File: src/rtl/xor_chain_decoder.sv
// Recovers the second inputs of an XOR gate chain from its seed and successive chain taps.
// Frames are accepted on a valid/ready input and delivered as one word on a valid/ready output.
module xor_chain_decoder #(
  parameter int FRAME_LEN = 8
) (
  input  logic                 clk,
  input  logic                 rst,
  input  logic                 in_valid,
  output logic                 in_ready,
  input  logic                 in_sof,
  input  logic                 in_bit,
  output logic                 out_valid,
  input  logic                 out_ready,
  output logic [FRAME_LEN-1:0] out_data,
  output logic                 out_seed,
  output logic [15:0]          frame_cnt,
  output logic [7:0]           err_cnt,
  output logic [1:0]           state_dbg
);

  // Handshake: a beat transfers on a rising edge where valid and ready are both 1;
  // ready never depends on valid, and valid/data hold until the transfer happens.

  localparam int KW = (FRAME_LEN > 1) ? $clog2(FRAME_LEN) : 1;

  typedef enum logic [1:0] {
    IDLE    = 2'd0,
    COLLECT = 2'd1,
    HOLD    = 2'd2
  } state_t;

  state_t        state;
  state_t        state_nxt;
  logic [KW-1:0] k;
  logic          prev;
  logic          accept;
  logic          last_tap;
  logic          seed_load;

  assign accept    = in_valid && in_ready;
  assign last_tap  = (k == KW'(FRAME_LEN - 1));
  assign seed_load = accept && in_sof && (state == IDLE || state == COLLECT);

  always_ff @(posedge clk) begin
    if (rst) begin
      state <= IDLE;
    end else begin
      state <= state_nxt;
    end
  end

  always_comb begin
    state_nxt = state;
    case (state)
      IDLE:    if (accept && in_sof) state_nxt = COLLECT;
      COLLECT: if (accept && !in_sof && last_tap) state_nxt = HOLD;
      HOLD:    if (out_ready) state_nxt = IDLE;
      default: state_nxt = IDLE;
    endcase
  end

  // Both handshake outputs are masked by rst so they read 0 for the whole reset pulse.
  always_comb begin
    in_ready  = !rst && (state != HOLD);
    out_valid = !rst && (state == HOLD);
    state_dbg = state;
  end

  always_ff @(posedge clk) begin
    if (rst) begin
      out_data  <= '0;
      out_seed  <= 1'b0;
      prev      <= 1'b0;
      k         <= '0;
      frame_cnt <= '0;
      err_cnt   <= '0;
    end else begin
      if (seed_load) begin
        out_data <= '0;
        out_seed <= in_bit;
        prev     <= in_bit;
        k        <= '0;
        // A seed while collecting abandons the partial frame.
        if (state == COLLECT && err_cnt != 8'hFF) err_cnt <= err_cnt + 8'd1;
      end else if (state == COLLECT && accept) begin
        out_data[k] <= in_bit ^ prev;
        prev        <= in_bit;
        k           <= last_tap ? '0 : k + KW'(1);
      end
      if (state == HOLD && out_ready) frame_cnt <= frame_cnt + 16'd1;
    end
  end

endmodule

File: config.mk
export PLATFORM = sky130hd
export DESIGN_NAME = xor_chain_decoder
export DESIGN_NICKNAME = d
export VERILOG_FILES = /design/src/rtl/xor_chain_decoder.sv
export SDC_FILE = /design/constraint.sdc
export NUM_CORES = 1
export LEC_CHECK = 0
export ABC_AREA = 1
export BUFFER_PORTS_ARGS = -buffer_cell sky130_fd_sc_hd__buf_2
export CORE_ASPECT_RATIO = 0.9
export CORE_MARGIN = 1
export CORE_UTILIZATION = 35
export DETAILED_ROUTE_END_ITERATION = 6
export GPL_TIMING_DRIVEN = 0
export HOLD_SLACK_MARGIN = 0.1
export SLEW_MARGIN = 5
export SYNTH_ARGS = -nofsm -noshare
export SYNTH_HDL_FRONTEND = slang
export SYNTH_SLANG_ARGS = --single-unit
File: constraint.sdc
create_clock -name clk -period 4.43 [get_ports clk]
set_clock_uncertainty 0.2 [all_clocks]
set_input_delay 0.443 -clock clk [delete_from_list [all_inputs] [get_ports clk]]
set_output_delay 0.443 -clock clk [all_outputs]
set_load 0.1 [all_outputs]
Word level (Yosys, flattened, before mapping)
Cells that the tools add are included.
- register bits: 39
- output and inout bits: 37
- logic and storage cells: 50
- add/subtract/negate cells: 3
- magnitude comparators: 2
- equality and inequality tests: 8
- multiplexer cells: 10
- bitwise gates (word level): 1
- reductions and logical operators: 19
- operators with widths (kind ; number):
    $add 16x1->16 const B ; 1
    $logic_and 1x1->1 ; 11
    $add 8x1->8 const B ; 1
    $bwmux 8 ; 1
    $ne 8x8->1 const B ; 1
    $mux 2 ; 3
    $ne 2x2->1 const B ; 3
    $pmux 2 s3 ; 1
    $lt 3x4->1 const B ; 1
    $add 3x1->3 const B ; 1
    $demux 1 s3 ; 1
    $eq 3x3->1 const B ; 1
    $ge 3x1->1 const B ; 1
    $mux 1 ; 3
    $mux 3 ; 1
    $reduce_and 3->1 ; 1
    $eq 2x1->1 const B ; 1
    $eq 2x2->1 const B ; 1
    $logic_not 1->1 ; 2
    $logic_not 2->1 ; 1
    $ne 2x1->1 const B ; 1
    $reduce_and 2->1 ; 1
    $reduce_bool 2->1 ; 1
    $reduce_or 2->1 ; 1
    other kinds (2) ; 2

Depth between registers and ports, before layout
Gate-level depths: netlist of the first run.
- depth in word-level cells: 7
- mapped depth: 8
- depth with buffers taken out: 8

Worst setup path after synthesis of the first run
Ideal clock, no wire load.
- path kind: register to output
- from: reg state[0], in the netlist state_dbg[0]
- to: out in_ready
- arrival time: 2.688 ns
- required time: 3.787 ns
- setup slack: 1.099 ns
- stages on the path, launching flop included: 5
- buffers on the path: 0
- cells stage by stage: dfxtp_1 -> inv_2 -> nand2_2 -> inv_1 -> nor2_1
- cells in the longest elaborated chain, start to end: 2
- ends and longest elaborated chain (what ; line ; text):
    start: declaration ; 32 ; state_t state;
    start signal: assignment ; 48 ; state <= state_nxt;
    $ne 2x2->1 ; 64 ; in_ready = !rst && (state != HOLD);
    $logic_and 1x1->1 ; 64 ;
    end: declaration ; 9 ; output logic in_ready,
Every way passes these cells.

Final worst setup path of the first run
Ends and elaborated chain as after synthesis.

==> key figures, run 1 <==
Power
  • PD cells: about 260 nW/um^2
  • Max VDD drop: 0.000125 V
  • Clock share of power: 0.371
  • Leakage: between 1 and 1.5 nW
  • Tot Pwr: 640 uW
  • Flop pwr share: 0.554
  • Comb power frac: 0.075
  • Net switching power: 165 uW
  • P_int: roughly 470 uW
  • Sw frac: 0.258

Synthesis
  • Sequential area share after synthesis: 0.375
  • Netlist Area Pre-Place: 2080 um^2
  • Synth Area per Inst: between 7 and 8 um^2
  • Primary FF master, synth: dfxtp_1
  • Post-Syn Nets: 281
  • Largest family of logic cells by synthesized area: simple AND/OR/NAND/NOR gates
  • Cell taking the most area after synthesis: dfxtp_1
  • Yosys top cell area share: 0.375
  • Post-synthesis xor/xnor area fraction: 0.0253
  • Simple-Gate Fraction of Synth Area: 0.372
  • Number of flops mapped to enable cells by yosys: 0
  • Yosys reg bits: 39
  • Cells after Synth: 271
  • Mux contribution to synthesized area: 0
  • Yosys warns: 0
  • Synth async-reset ratio: 0
  • Library cells used by synthesis: 32
  • Synth Area in Adders: 0.0241
  • Compound-cell area share of the yosys netlist: 0.131
  • Ranking of synthesized cells by area: dfxtp_1 (38%), nand2_1 (12%), nand3_1 (7.0%)

Status
  • Status: complete, no violations

Critical path
  • Kind of critical path: register to output port
  • Reg2reg path depth: 8
  • Critical path peak fanout: 5
  • FF-to-FF Start: frame_cnt[0]
  • FF-to-FF setup slack: ~2700 ps
  • Reg2reg end: frame_cnt[14]
  • Crit-path slowest cell: dfxtp_1
  • Crit path launch type: register
  • CP Capture Type: output port
  • Data arrival, critical path: 1610 ps
  • Data required time at the worst endpoint: 3790 ps
  • CP cell instances: inv_2 -> nand2_2 -> inv_1 -> nor2_1 -> buf_2
  • Slowest cell delay on critical path: roughly 460 ps

Timing
  • Final period util: 0.510
  • Worst-Margin Slew: ~630 ps
  • Max Transition Viols Final: 0
  • Final Hold Vio Count: 0
  • Setup total negative slack: 0 ps
  • Final setup viols: 0
  • Hold WS: 220 ps
  • Max transition margin: 0.581
  • Fmax: 0.443 GHz
  • Final Worst Setup Slack: 2170 ps
  • Tmin final: around 2300 ps
  • RSZ-0062 raised after global routing: no

Min path
  • Hold Path Class: input port to register
  • Hold Path Depth: 3
  • Worst min-delay path startpoint: in_bit
  • Hold path endpoint: prev

Clocking
  • CTS tree: built
  • Post-CTS setup buffers: 0
  • Clock latency at the later pin of the worst-skew pair: 290 ps
  • Clock slew seen by the registers of the worst setup and hold paths: 80 ps
  • Clock tree buffer depth: 2
  • Num CTS Buffers: 5
  • Clock sinks: 39
  • Root buffer cell: clkbuf_8
  • H-tree Lvls: 2
  • # hold bufs at CTS: 0
  • CTS resizes: 0

Final layout
  • Final Util: 0.432
  • Fillers: 587
  • Filler-free cell count of the finished design: 391
  • Layout cell share with drive strength beyond 1: 0.265
  • P&R area growth vs syn: 18.2%
  • Post-route cell area: 2460 um^2
  • Ant. Diodes: 0
  • NumNets Final: 330

Routing
  • Initial drt markers: 81
  • Final wirelength: between 4 and 5 mm
  • Routed vias/inst: between 4 and 5
  • DR vias: around 1,900
  • DRT Pass-1 Iters: 4
  • Drt drc: 0
  • Wirelength per Cell: between 10 and 15 um
  • DRT antenna net count: 0

Floorplan
  • Chip width: around 83 um
  • Die area: 6260 um^2
  • Ports: 43
  • # rows: 26
  • Initial Util: 0.365
  • Core footprint: 5690 um^2
  • Vert. Die Dim: roughly 75 um

Global routing
  • GR Util All Layers: 0.152
  • Largest net degree at the start of global routing: 12
  • Number of global-route vias before repair: between 1,500 and 2,000
  • Initial antenna violation count: 0
  • First-pass GRT wire length: 7.60 mm
  • Total global routing overflow: 0

Place
  • Placed insts: 383
  • Pre-CTS setup slack: 2350 ps
  • DP Area: 2380 um^2
  • Placer Congestion: 0.767
  • Post-DP HPWL: 3.30 mm
  • Port bufs: 42

Job
  • Max Cap Viol: 0
-- power groups by stage --
stage                     Sequential (mW)  Clock [mW]  Combinational [mW]
after floorplan                     0.372           0              0.0272
after global placement              0.363           0              0.0483
after detailed placement            0.363           0              0.0487
after CTS                           0.354       0.245              0.0488
after global routing                0.355       0.263              0.0516
final                               0.355       0.237              0.0480
-- logic make-up after synthesis --
| family | after synthesis |
|---|---|
| flops | 39 |
| buf+inv | 37 |
| fa+ha+maj | 4 |
| simple gates | 141 |
| xor+xnor | 6 |
| compound gates | 44 |
-- flip-flops by register name, indices dropped and copies added, names as in the netlist --
signal	cells
out_seed	1
prev	1
state_dbg	2
frame_cnt	16
err_cnt	8
k	3
out_data	8
-- how the worst max path moves through the flow --
stage	from	to	slack, ps	cells after the start
global placement	rst	in_ready	2340	4
finish	state_dbg[0]	in_ready	2170	5
floorplan	state_dbg[0]	in_ready	1100	4
detailed placement	rst	in_ready	2350	4
global route	state_dbg[0]	in_ready	2090	5
CTS	state_dbg[0]	in_ready	2140	5
-- critical path: cells and delay by family, from the launching register on --
kind                   cells  cell delay [ps]
buffers and inverters      3              630
flip-flops                 1              460
AND/OR/NAND/NOR            2              240
-- cells in the final DEF (no fill, tap or decap) --
cell | Yosys | routed
nor3_1 | 2 | 2
clkinv_1 | 1 | 1
o21ai_1 | 4 | 4
nor2_1 | 18 | 18
inv_1 | 28 | 28
a21oi_1 | 24 | 24
nand3_2 | 1 | 1
xor2_1 | 6 | 6
buf_1 | 1 | 1
nor2_2 | 2 | 2
ha_1 | 4 | 4
nand2_4 | 3 | 3
nand4_1 | 3 | 3
nand3_4 | 2 | 2
nand2_2 | 1 | 1
buf_2 | 0 | 42
clkinv_2 | 0 | 1
clkbuf_1 | 2 | 4
nand2_1 | 65 | 65
nor3_2 | 1 | 1
a211oi_2 | 1 | 1
a21oi_2 | 10 | 10
o21a_1 | 3 | 3
nor2_8 | 1 | 1
clkbuf_8 | 0 | 5
nor2_4 | 5 | 5
o21ai_0 | 2 | 2
nand3_1 | 29 | 29
buf_8 | 1 | 1
dfxtp_1 | 39 | 39
or2_2 | 1 | 1
inv_2 | 4 | 4
nand4_4 | 3 | 3
nand3b_1 | 3 | 3
nor3b_2 | 1 | 1
-- layout make-up --
class,instances,area (um^2),area share
plain buffers,4,26.3,0.0107
clock buffers,7,76.3,0.0310
clock inverters,1,5.00,0.00203
inverters,33,124,0.0504
multi-input cells,195,1150,0.467
flip-flops and latches,39,781,0.317
well taps,70,87.6,0.0356
repair buffers,42,210,0.0855
-- cell usage after synthesis, types with 2 or more instances --
cell type / number
inv_2: 4
nor3_1: 2
o21a_1: 3
clkbuf_1: 2
xor2_1: 6
nand4_4: 3
a21oi_1: 24
nand4_1: 3
nor2_1: 18
nand3_4: 2
nand3b_1: 3
a21oi_2: 10
nand3_1: 29
nor2_2: 2
nand2_4: 3
nand2_1: 65
o21ai_0: 2
dfxtp_1: 39
o21ai_1: 4
inv_1: 28
nor2_4: 5
ha_1: 4
-- layer usage --
| layer | routed length (um) | track usage |
|---|---|---|
| met5 | 0 | 0 |
| met4 | 49 | 0.0575 |
| met3 | 184 | 0.0417 |
| met2 | 2020 | 0.252 |
| met1 | 2140 | 0.193 |
(Power assumes the default switching activity.)
==> inputs of run 2 (changes only) <==
==> constraint.sdc (replaced) <==
create_clock -name clk -period 1.95 [get_ports clk]
set_clock_uncertainty 0.2 [all_clocks]
set_input_delay 0.195 -clock clk [delete_from_list [all_inputs] [get_ports clk]]
set_output_delay 0.195 -clock clk [all_outputs]
set_load 0.1 [all_outputs]
==> run 2 against run 1 <==
Register-to-register slack worse by 2400 ps. First-iteration DRC count is 9.9% lower. Via count is 0.54% lower. Sequential power is 130% higher. Highest routed layer unchanged. Largest power group unchanged. Clock-buffer cell count stayed put. Critical path type unchanged. Final cell count is 1.0% higher. Utilization is 1.5 points higher.
==> key figures, run 2 (synthesis results as in run 1) <==
Final layout
  • Largest regs: frame_cnt: 16 flops, err_cnt: 8 flops, out_data: 8 flops
  • P&R area growth vs syn: 22.4%
  • Max reg flops: 16 (unchanged)
  • NumNets Final: 334 (+1.2%)
  • Ant. Diodes: 0 (unchanged)
  • Biggest register: frame_cnt
  • Post-route cell area: 2550 um^2 (+3.5%)
  • Fillers: 601 (+2.4%)
  • Filler-free cell count of the finished design: 395 (+1.0%)
  • Most frequent cells in the layout: nand2_1 (65), buf_2 (41), nand3_1 (29), inv_1 (28), a21oi_1 (24)
  • Most common cell after layout, fill and taps aside: nand2_1
  • Layout cell share with drive strength beyond 1: 0.326 (+0.0614)

Clocking
  • Root buffer cell: clkbuf_8
  • Clock latency at the later pin of the worst-skew pair: 290 ps (about the same)
  • CTS tree: built
  • Num CTS Buffers: 5 (unchanged)
  • Clock tree buffer depth: 2 (unchanged)
  • Clock slew seen by the registers of the worst setup and hold paths: 70 ps (about the same)
  • H-tree Lvls: 2 (unchanged)
  • Post-CTS setup buffers: 0 (unchanged)
  • Clock sinks: 39 (unchanged)

Timing
  • Final period util: 0.936
  • Fmax: ~0.55 GHz
  • Worst-Margin Slew: 630 ps (+3.73 ps)
  • RSZ-0062 raised after global routing: no
  • Tmin final: 1820 ps
  • Max transition margin: 0.579 (-0.00249)
  • Final setup viols: 0 (unchanged)
  • Final Hold Vio Count: 0 (unchanged)
  • Max Transition Viols Final: 0 (unchanged)

Critical path
  • Critical path peak fanout: 5 (unchanged)
  • Reg2reg end: frame_cnt[14]
  • Crit path from: state_dbg[0]
  • CP Capture Type: output port
  • Crit path launch type: register
  • Data arrival, critical path: 1430 ps (-180 ps)
  • FF-to-FF Start: frame_cnt[0]
  • Data required time at the worst endpoint: 1550 ps (-2240 ps)
  • Worst setup path end: in_ready
  • FF-to-FF setup slack: 340 ps (-2390 ps)
  • Reg2reg path depth: 8 (unchanged)
  • Kind of critical path: register to output port

Routing
  • Final wirelength: 4.34 mm (-1.0%)
  • DRT Pass-1 Iters: 4 (unchanged)
  • DR vias: 1,857 (-0.54%)
  • DRT antenna net count: 0 (unchanged)
  • Initial drt markers: 73 (-9.9%)
  • Routed vias/inst: 4.70 (-1.5%)
  • Drt drc: 0 (unchanged)
  • Wirelength per Cell: 11.0 um (-2.1%)

Global routing
  • GR Util All Layers: 0.152 (-0.000350)
  • Number of global-route vias before repair: 1,697 (-0.29%)
  • Initial antenna violation count: 0 (unchanged)
  • Largest net degree at the start of global routing: 12 (unchanged)
  • First-pass GRT wire length: 7.48 mm (-1.5%)
  • Total global routing overflow: 0 (unchanged)

Floorplan
  • Initial Util: 0.365 (unchanged)
  • Core footprint: 5690 um^2 (unchanged)
  • # rows: 26 (unchanged)
  • Ports: 43 (unchanged)
  • Die area: 6260 um^2 (unchanged)
  • Vert. Die Dim: 75.1 um (unchanged)
  • Chip width: 83.3 um (unchanged)

Power
  • Leakage: 1.11 nW (+2.7%)
  • Max VDD drop: 0.000232 V (+85%)
  • PD cells: 573 nW/um^2 (+120%)

Place
  • Post-DP HPWL: 3.22 mm (-2.6%)
  • DP Area: 2420 um^2 (+1.8%)
  • Placed insts: 383 (unchanged)
  • Placer Congestion: 0.760 (-1.0%)
  • Port bufs: 42 (unchanged)

Status
  • Status: complete, no violations

Job
  • Max Cap Viol: 0 (unchanged)

Min path
  • Hold Path Class: input port to register
==> run 2: how the worst min path moves through the flow <==
stage,startpoint,end,slack [ps],depth (start not counted)
after global placement,out_seed,out_seed,240,2
after global routing,in_valid,state_dbg[1],160,5
after detailed placement,out_seed,out_seed,240,2
after CTS,in_valid,state_dbg[1],130,5
final,in_valid,state_dbg[1],140,5
after floorplan,out_ready,frame_cnt[1],150,2
==> run 2: final cells by class <==
cell class,instances,area [um^2],share of cell area
well taps,70,87.6,0.0344
clock inverters,1,5.00,0.00197
repair buffers,46,253,0.0993
multi-input cells,195,1160,0.457
inverters,33,124,0.0486
plain buffers,4,26.3,0.0103
clock buffers,7,76.3,0.0300
flip-flops and latches,39,810,0.318
==> run 2: timing repair <==
action | 4_1_cts | 5_1_grt
gates resized for setup | 1 | 0
setup endpoints to repair | 1 | 0
hold buffers | 4 | 0
hold endpoints to repair | 6 | 0
==> run 2: per-stage QoR <==
stage	utilization	setup TNS, ps	setup slack [ps]	power (mW)	hold slack, ps
after floorplan	-	-16.9	-16.9	0.906	146
after global placement	0.425	0	323	0.933	236
after detailed placement	0.425	0	311	0.934	241
after CTS	0.447	0	102	1.49	132
after global routing	0.447	0	31.2	1.53	161
final	0.447	0	125	1.46	145
==> run 2: layer usage <==
metal | wire, um | share of wire | global-route usage | vias to the layer above
met3 | 235 | 0.054 | 0.0515 | 6
met2 | 1910 | 0.44 | 0.247 | 35
met4 | 62 | 0.014 | 0.0594 | 0
met5 | 0 | 0 | 0 | -
li1 | - | - | - | 993
met1 | 2140 | 0.49 | 0.189 | 823
==> run 2: worst max-delay path, stage by stage (launching register included) <==
cell	delay, ps
dfxtp_2	400
inv_2	80
nand2_2	150
inv_1	120
nor2_4	90
buf_4	290
==> run 2: power by group <==
part | total, mW | internal, mW | leakage, nW | switching (mW)
clock | 0.538 | 0.251 | 0.0422 | 0.286
combinational | 0.118 | 0.0326 | 0.748 | 0.0856
sequential | 0.803 | 0.797 | 0.325 | 0.00519
